==> config.mk <==
export PLATFORM = sky130hd
export DESIGN_NAME = reg_writeback_unit
export DESIGN_NICKNAME = d
export VERILOG_FILES = /design/src/rtl/reg_writeback_unit.sv
export SDC_FILE = /design/constraint.sdc
export NUM_CORES = 1
export LEC_CHECK = 0
export CORE_MARGIN = 4
export CORE_UTILIZATION = 55
export CTS_BUF_LIST = sky130_fd_sc_hd__clkbuf_16
export CTS_CLUSTER_SIZE = 8
export DETAILED_ROUTE_END_ITERATION = 12
export PLACE_DENSITY = 0.94
export SYNTH_ARGS = -nofsm -noshare
export SYNTH_HDL_FRONTEND = slang
export SYNTH_SLANG_ARGS = --single-unit
==> constraint.sdc <==
create_clock -name clk -period 5.6 [get_ports clk]
set_input_delay 1.12 -clock clk [delete_from_list [all_inputs] [get_ports clk]]
set_output_delay 1.12 -clock clk [all_outputs]
set_load 0.02 [all_outputs]
==> src/rtl/reg_writeback_unit.sv <==
// Write-back queue feeding the register file write port, with a pending-write scoreboard for decode.
// Optional macro WB_FORWARD_EN adds youngest-pending-value forwarding on read port A.
module reg_writeback_unit #(
    parameter int DATA_W = 16,
    parameter int ADDR_W = 3,
    parameter int DEPTH  = 4
) (
    input  logic              clk,
    input  logic              reset,
    input  logic              alu_valid,
    input  logic [ADDR_W-1:0] alu_addr,
    input  logic [DATA_W-1:0] alu_data,
    output logic              alu_ready,
    input  logic              ld_valid,
    input  logic [ADDR_W-1:0] ld_addr,
    input  logic [DATA_W-1:0] ld_data,
    output logic              ld_ready,
    output logic [ADDR_W-1:0] D_addr,
    output logic [DATA_W-1:0] data_in,
    output logic              write_enable,
    input  logic [ADDR_W-1:0] A_addr,
    input  logic [ADDR_W-1:0] B_addr,
    output logic              A_busy,
    output logic              B_busy,
    output logic              A_fwd_valid,
    output logic [DATA_W-1:0] A_fwd_data,
    output logic              empty
);
    localparam int PW = $clog2(DEPTH);
    localparam int CW = PW + 1;
    localparam logic [CW-1:0] FULL = CW'(DEPTH);

    logic [ADDR_W-1:0] q_addr [DEPTH];
    logic [DATA_W-1:0] q_data [DEPTH];
    logic [PW-1:0]     rd_ptr, wr_ptr;
    logic [CW-1:0]     count;

    logic              take_ld, take_alu, do_push, do_pop;
    logic [ADDR_W-1:0] push_addr;
    logic [DATA_W-1:0] push_data;
    logic              a_hit, b_hit;

    // Ready depends only on occupancy; a same-cycle pop never frees a slot early.
    assign ld_ready  = (count < FULL);
    assign alu_ready = (count < FULL) && !ld_valid;
    assign take_ld   = ld_valid && ld_ready;
    assign take_alu  = alu_valid && alu_ready;
    assign push_addr = take_ld ? ld_addr : alu_addr;
    assign push_data = take_ld ? ld_data : alu_data;
    assign do_push   = (take_ld || take_alu) && (push_addr != '0);
    assign do_pop    = (count != '0);
    assign empty     = (count == '0) && !write_enable;

    always_ff @(posedge clk or posedge reset) begin
        if (reset) begin
            rd_ptr       <= '0;
            wr_ptr       <= '0;
            count        <= '0;
            write_enable <= 1'b0;
            D_addr       <= '0;
            data_in      <= '0;
        end else begin
            write_enable <= do_pop;
            if (do_pop) begin
                D_addr  <= q_addr[rd_ptr];
                data_in <= q_data[rd_ptr];
                rd_ptr  <= rd_ptr + 1'b1;
            end
            if (do_push)
                wr_ptr <= wr_ptr + 1'b1;
            if (do_push && !do_pop)
                count <= count + 1'b1;
            else if (!do_push && do_pop)
                count <= count - 1'b1;
        end
    end

    // Storage is data-only; stale entries are masked by count.
    always_ff @(posedge clk) begin
        if (do_push) begin
            q_addr[wr_ptr] <= push_addr;
            q_data[wr_ptr] <= push_data;
        end
    end

    always_comb begin
        logic [PW-1:0] idx;
        a_hit = write_enable && (D_addr == A_addr);
        b_hit = write_enable && (D_addr == B_addr);
        for (int i = 0; i < DEPTH; i++) begin
            idx = rd_ptr + PW'(i);
            if (CW'(i) < count) begin
                if (q_addr[idx] == A_addr) a_hit = 1'b1;
                if (q_addr[idx] == B_addr) b_hit = 1'b1;
            end
        end
    end

    assign A_busy = a_hit && (A_addr != '0);
    assign B_busy = b_hit && (B_addr != '0);

`ifdef WB_FORWARD_EN
    // Walk oldest to youngest so the last match (tail-most) wins.
    always_comb begin
        logic [PW-1:0] fidx;
        A_fwd_data = data_in;
        for (int i = 0; i < DEPTH; i++) begin
            fidx = rd_ptr + PW'(i);
            if ((CW'(i) < count) && (q_addr[fidx] == A_addr))
                A_fwd_data = q_data[fidx];
        end
        if (!A_busy)
            A_fwd_data = '0;
    end
    assign A_fwd_valid = A_busy;
`else
    assign A_fwd_valid = 1'b0;
    assign A_fwd_data  = '0;
`endif

endmodule

==> impl_metrics.tcl <==
set metrics [dict create \
    die-area_um2 10560 \
    cts_tree "built" \
    rsz0062_at_grt "false" \
    r2r_cells 5 \
    p_int_w 0.002062 \
    finalNetCount 455 \
    setup_viol 0 \
    initial_core_util_pct 56.61 \
    grt_max_degree 28 \
    dp_hpwl_um 6856 \
    period_share_pct 75.60 \
    numCtsBuffers 9 \
    p_per_area_nw_per_um2 543.7 \
    synth_top_family_by_area "multiplexers" \
    grt_pass1_wl_um 15770 \
    cts.hold.buffers_added 0 \
    place.gp.congestion 0.9600 \
    num_rows 34 \
    r2r_start "count[2]$_DFFE_PP0P_" \
    muxShareOfSynthArea_pct 17.84 \
    critPathBufInv 2 \
    crit_type "primary input to output pin" \
    synthSimpleGateAreaFrac_pct 7.096 \
    worstMarginPinSlew_ns 1.156 \
    clock_path_buffers 2 \
    pwr-share-clk_pct 18.2 \
    fin_crit_ns 4.234 \
    cpPeakStageDelay_ns 0.63 \
    p_seq_share_pct 38.7 \
    synth-seq-area-share_pct 59.91 \
    dp_slack_ns 1.389 \
    vias 2927 \
    crit_arrival_ns 3.11 \
    crit_path_end_kind "output pin" \
    total_power_w 0.003229 \
    postCtsResizedCells 0 \
    yosys.area_share.adder_pct 2.281 \
    wl_per_cell_um 19.83 \
    portBuffers 72 \
    via_per_inst 5.728 \
    cpLargestDelayFamily "buffers and inverters" \
    ant_nets 0 \
    fin_tns_setup_ns 0 \
    die_h_um 102.7 \
    hold_depth 2 \
    grt_pass1_vias 3110 \
    post-route-drc-count 0 \
    ys_warn_count 0 \
    ys_ff_latch 103 \
    numPlacedInstances 495 \
    cp_data_required_time_ns 4.48 \
    num_antenna_cells 0 \
    min_to "data_in[3]$_DFFE_PP0P_" \
    final_common_cell "edfxtp_1" \
    htree_levels 3 \
    slew_violations 0 \
    area_delta_synth_final_pct 20.30 \
    skew_ns 0.009884 \
    hold_viol 0 \
    die_x_um 102.7 \
    worstHoldStart "data_in[3]$_DFFE_PP0P_" \
    outcome "finished clean" \
    cts.sinks 103 \
    pwr-share-comb_pct 43.1 \
    worstPathCellList "clkdlybuf4s50_1 > xor2_1 > nor4_1 > a41oi_1 > a31oi_1 > clkdlybuf4s50_1" \
    switching_share_pct 36.13 \
    setup_ws_ns 1.366 \
    maxCapViolations 0 \
    grt.total_usage_pct 20.23 \
    syn_area_um2 4937 \
    slew_headroom_pct 22.86 \
    antenna_found_initial 0 \
    insertion_delay_ns 0.34 \
    fmaxAchievable_ghz 0.2362 \
    critPathSlowestCell "clkdlybuf4s50_1" \
    cts_setup_buffers 0 \
    grt-ovfl-total 0 \
    cpMostUsedCell "clkdlybuf4s50_1" \
    p_sw_w 0.001167 \
    ir_drop_mv 0.3112 \
    io_pins 90 \
    synth-compound-area-share_pct 1.267 \
    power_leakage_nw 2.201 \
    wirelength_um 10130 \
    syn_avg_cell_area_um2 14.92 \
    first_pass_iters 5 \
    core-area_um2 8721 \
    yosysUniqueCellTypes 30 \
    path_max_fanout 6 \
    layout_common_cells "76 x edfxtp_1, 72 x clkdlybuf4s50_1, 59 x nand2_1" \
    whs_ns 0.4736 \
    layout-drive-gt1-share_pct 16.87 \
    start_kind "primary input" \
    ff2ff_setup_slack_ns 2.67 \
    dr.first_iter.drc_count 156 \
    reg2reg_to "q_data[3][3]$_DFFE_PP_" \
    holdCritPathClass "register to register" \
    yosys.area_share.xor_xnor_pct 6.386 \
    root_buffer "clkbuf_16" \
    fin_cells 511 \
    synthCells 331 \
    clk_pin_slew_ns 0.07 \
]
[worst register-to-register path, stage by stage, from the launching register on]
cell      delay [ns]
dfrtp_1         0.53
nand2b_1        0.29
mux2_2          0.32
nor3_2          0.06
nor3_2          0.45
and2_1          0.90
[metrics by stage]
step,utilization [%],area (µm²)
after floorplan,-,4997
after global placement,64.89,5659
after detailed placement,64.89,5659
after CTS,68.11,5939
after global routing,68.11,5939
final,68.11,5939
[sequential cells by signal, indices dropped and copies added (netlist names)]
name and cells:
wr_ptr 2, q_addr 12, data_in 16, write_enable 1, rd_ptr 2, q_data 64, D_addr 3, count 3
[power groups by stage]
stage | sequential (W) | clock (W) | combinational [W]
2_1_floorplan | 0.00127 | 0 | 0.000930
3_3_place_gp | 0.00124 | 0 | 0.00133
3_5_place_dp | 0.00126 | 0 | 0.00139
4_1_cts | 0.00125 | 0.000591 | 0.00141
5_1_grt | 0.00127 | 0.000622 | 0.00151
6_report | 0.00125 | 0.000588 | 0.00139
[layout make-up]
cell class / instances / area (µm²)
Clock buffer: 9 / 225.2
Timing Repair Buffer: 76 / 750.7
Inverter: 7 / 26.28
Sequential cell: 103 / 2959
Fill cell: 566 / 2781
Multi-Input combinational cell: 201 / 1788
Tap cell: 108 / 135.1
Clock inverter: 7 / 55.05
[kinds of logic after synthesis]
| logic type | Yosys count |
|---|---|
| flops | 103 |
| simple gates | 81 |
| mux | 49 |
| buf+inv | 43 |
| xor+xnor | 36 |
| fa+ha+maj | 9 |
| compound gates | 9 |
| other cells | 1 |
[Yosys cell counts, drive strengths merged]
library cell / instances / area share (%)
nor2: 5 / 0.38
xor2: 13 / 2.3
mux4: 28 / 13
nand4: 2 / 0.25
a41oi: 4 / 0.71
mux2: 20 / 4.6
clkbuf: 5 / 0.38
buf: 31 / 4.2
nand2b: 1 / 0.13
a21oi: 1 / 0.10
conb: 1 / 0.076
a31oi: 2 / 0.25
nor3: 5 / 0.71
inv: 7 / 0.53
nor2b: 1 / 0.13
o21ai: 2 / 0.20
dfrtp: 27 / 14
nor4: 4 / 0.51
ha: 9 / 2.3
nand2: 59 / 4.5
mux2i: 1 / 0.20
and2: 4 / 0.51
edfxtp: 76 / 46
xnor2: 23 / 4.1
[worst max-delay path by stage]
stage                         start  endpoint  slack, ns  cells after the start
after global routing      B_addr[1]    B_busy       1.27                      6
after detailed placement  A_addr[0]    A_busy       1.39                      6
after global placement    B_addr[2]    B_busy       1.45                      6
final                     A_addr[2]    A_busy       1.37                      6
after CTS                 A_addr[0]    A_busy       1.38                      6
after floorplan           A_addr[0]    A_busy       2.26                      5
[per-layer routing]
metal	GRT usage [%]	share of wire [%]	routed length (µm)
met4	6.474	1.8	184
met1	23.29	38	3810
met2	37.29	54	5519
met3	4.736	6.1	619
met5	0	0	0
No activity file was read; power rests on OpenSTA's default activity.
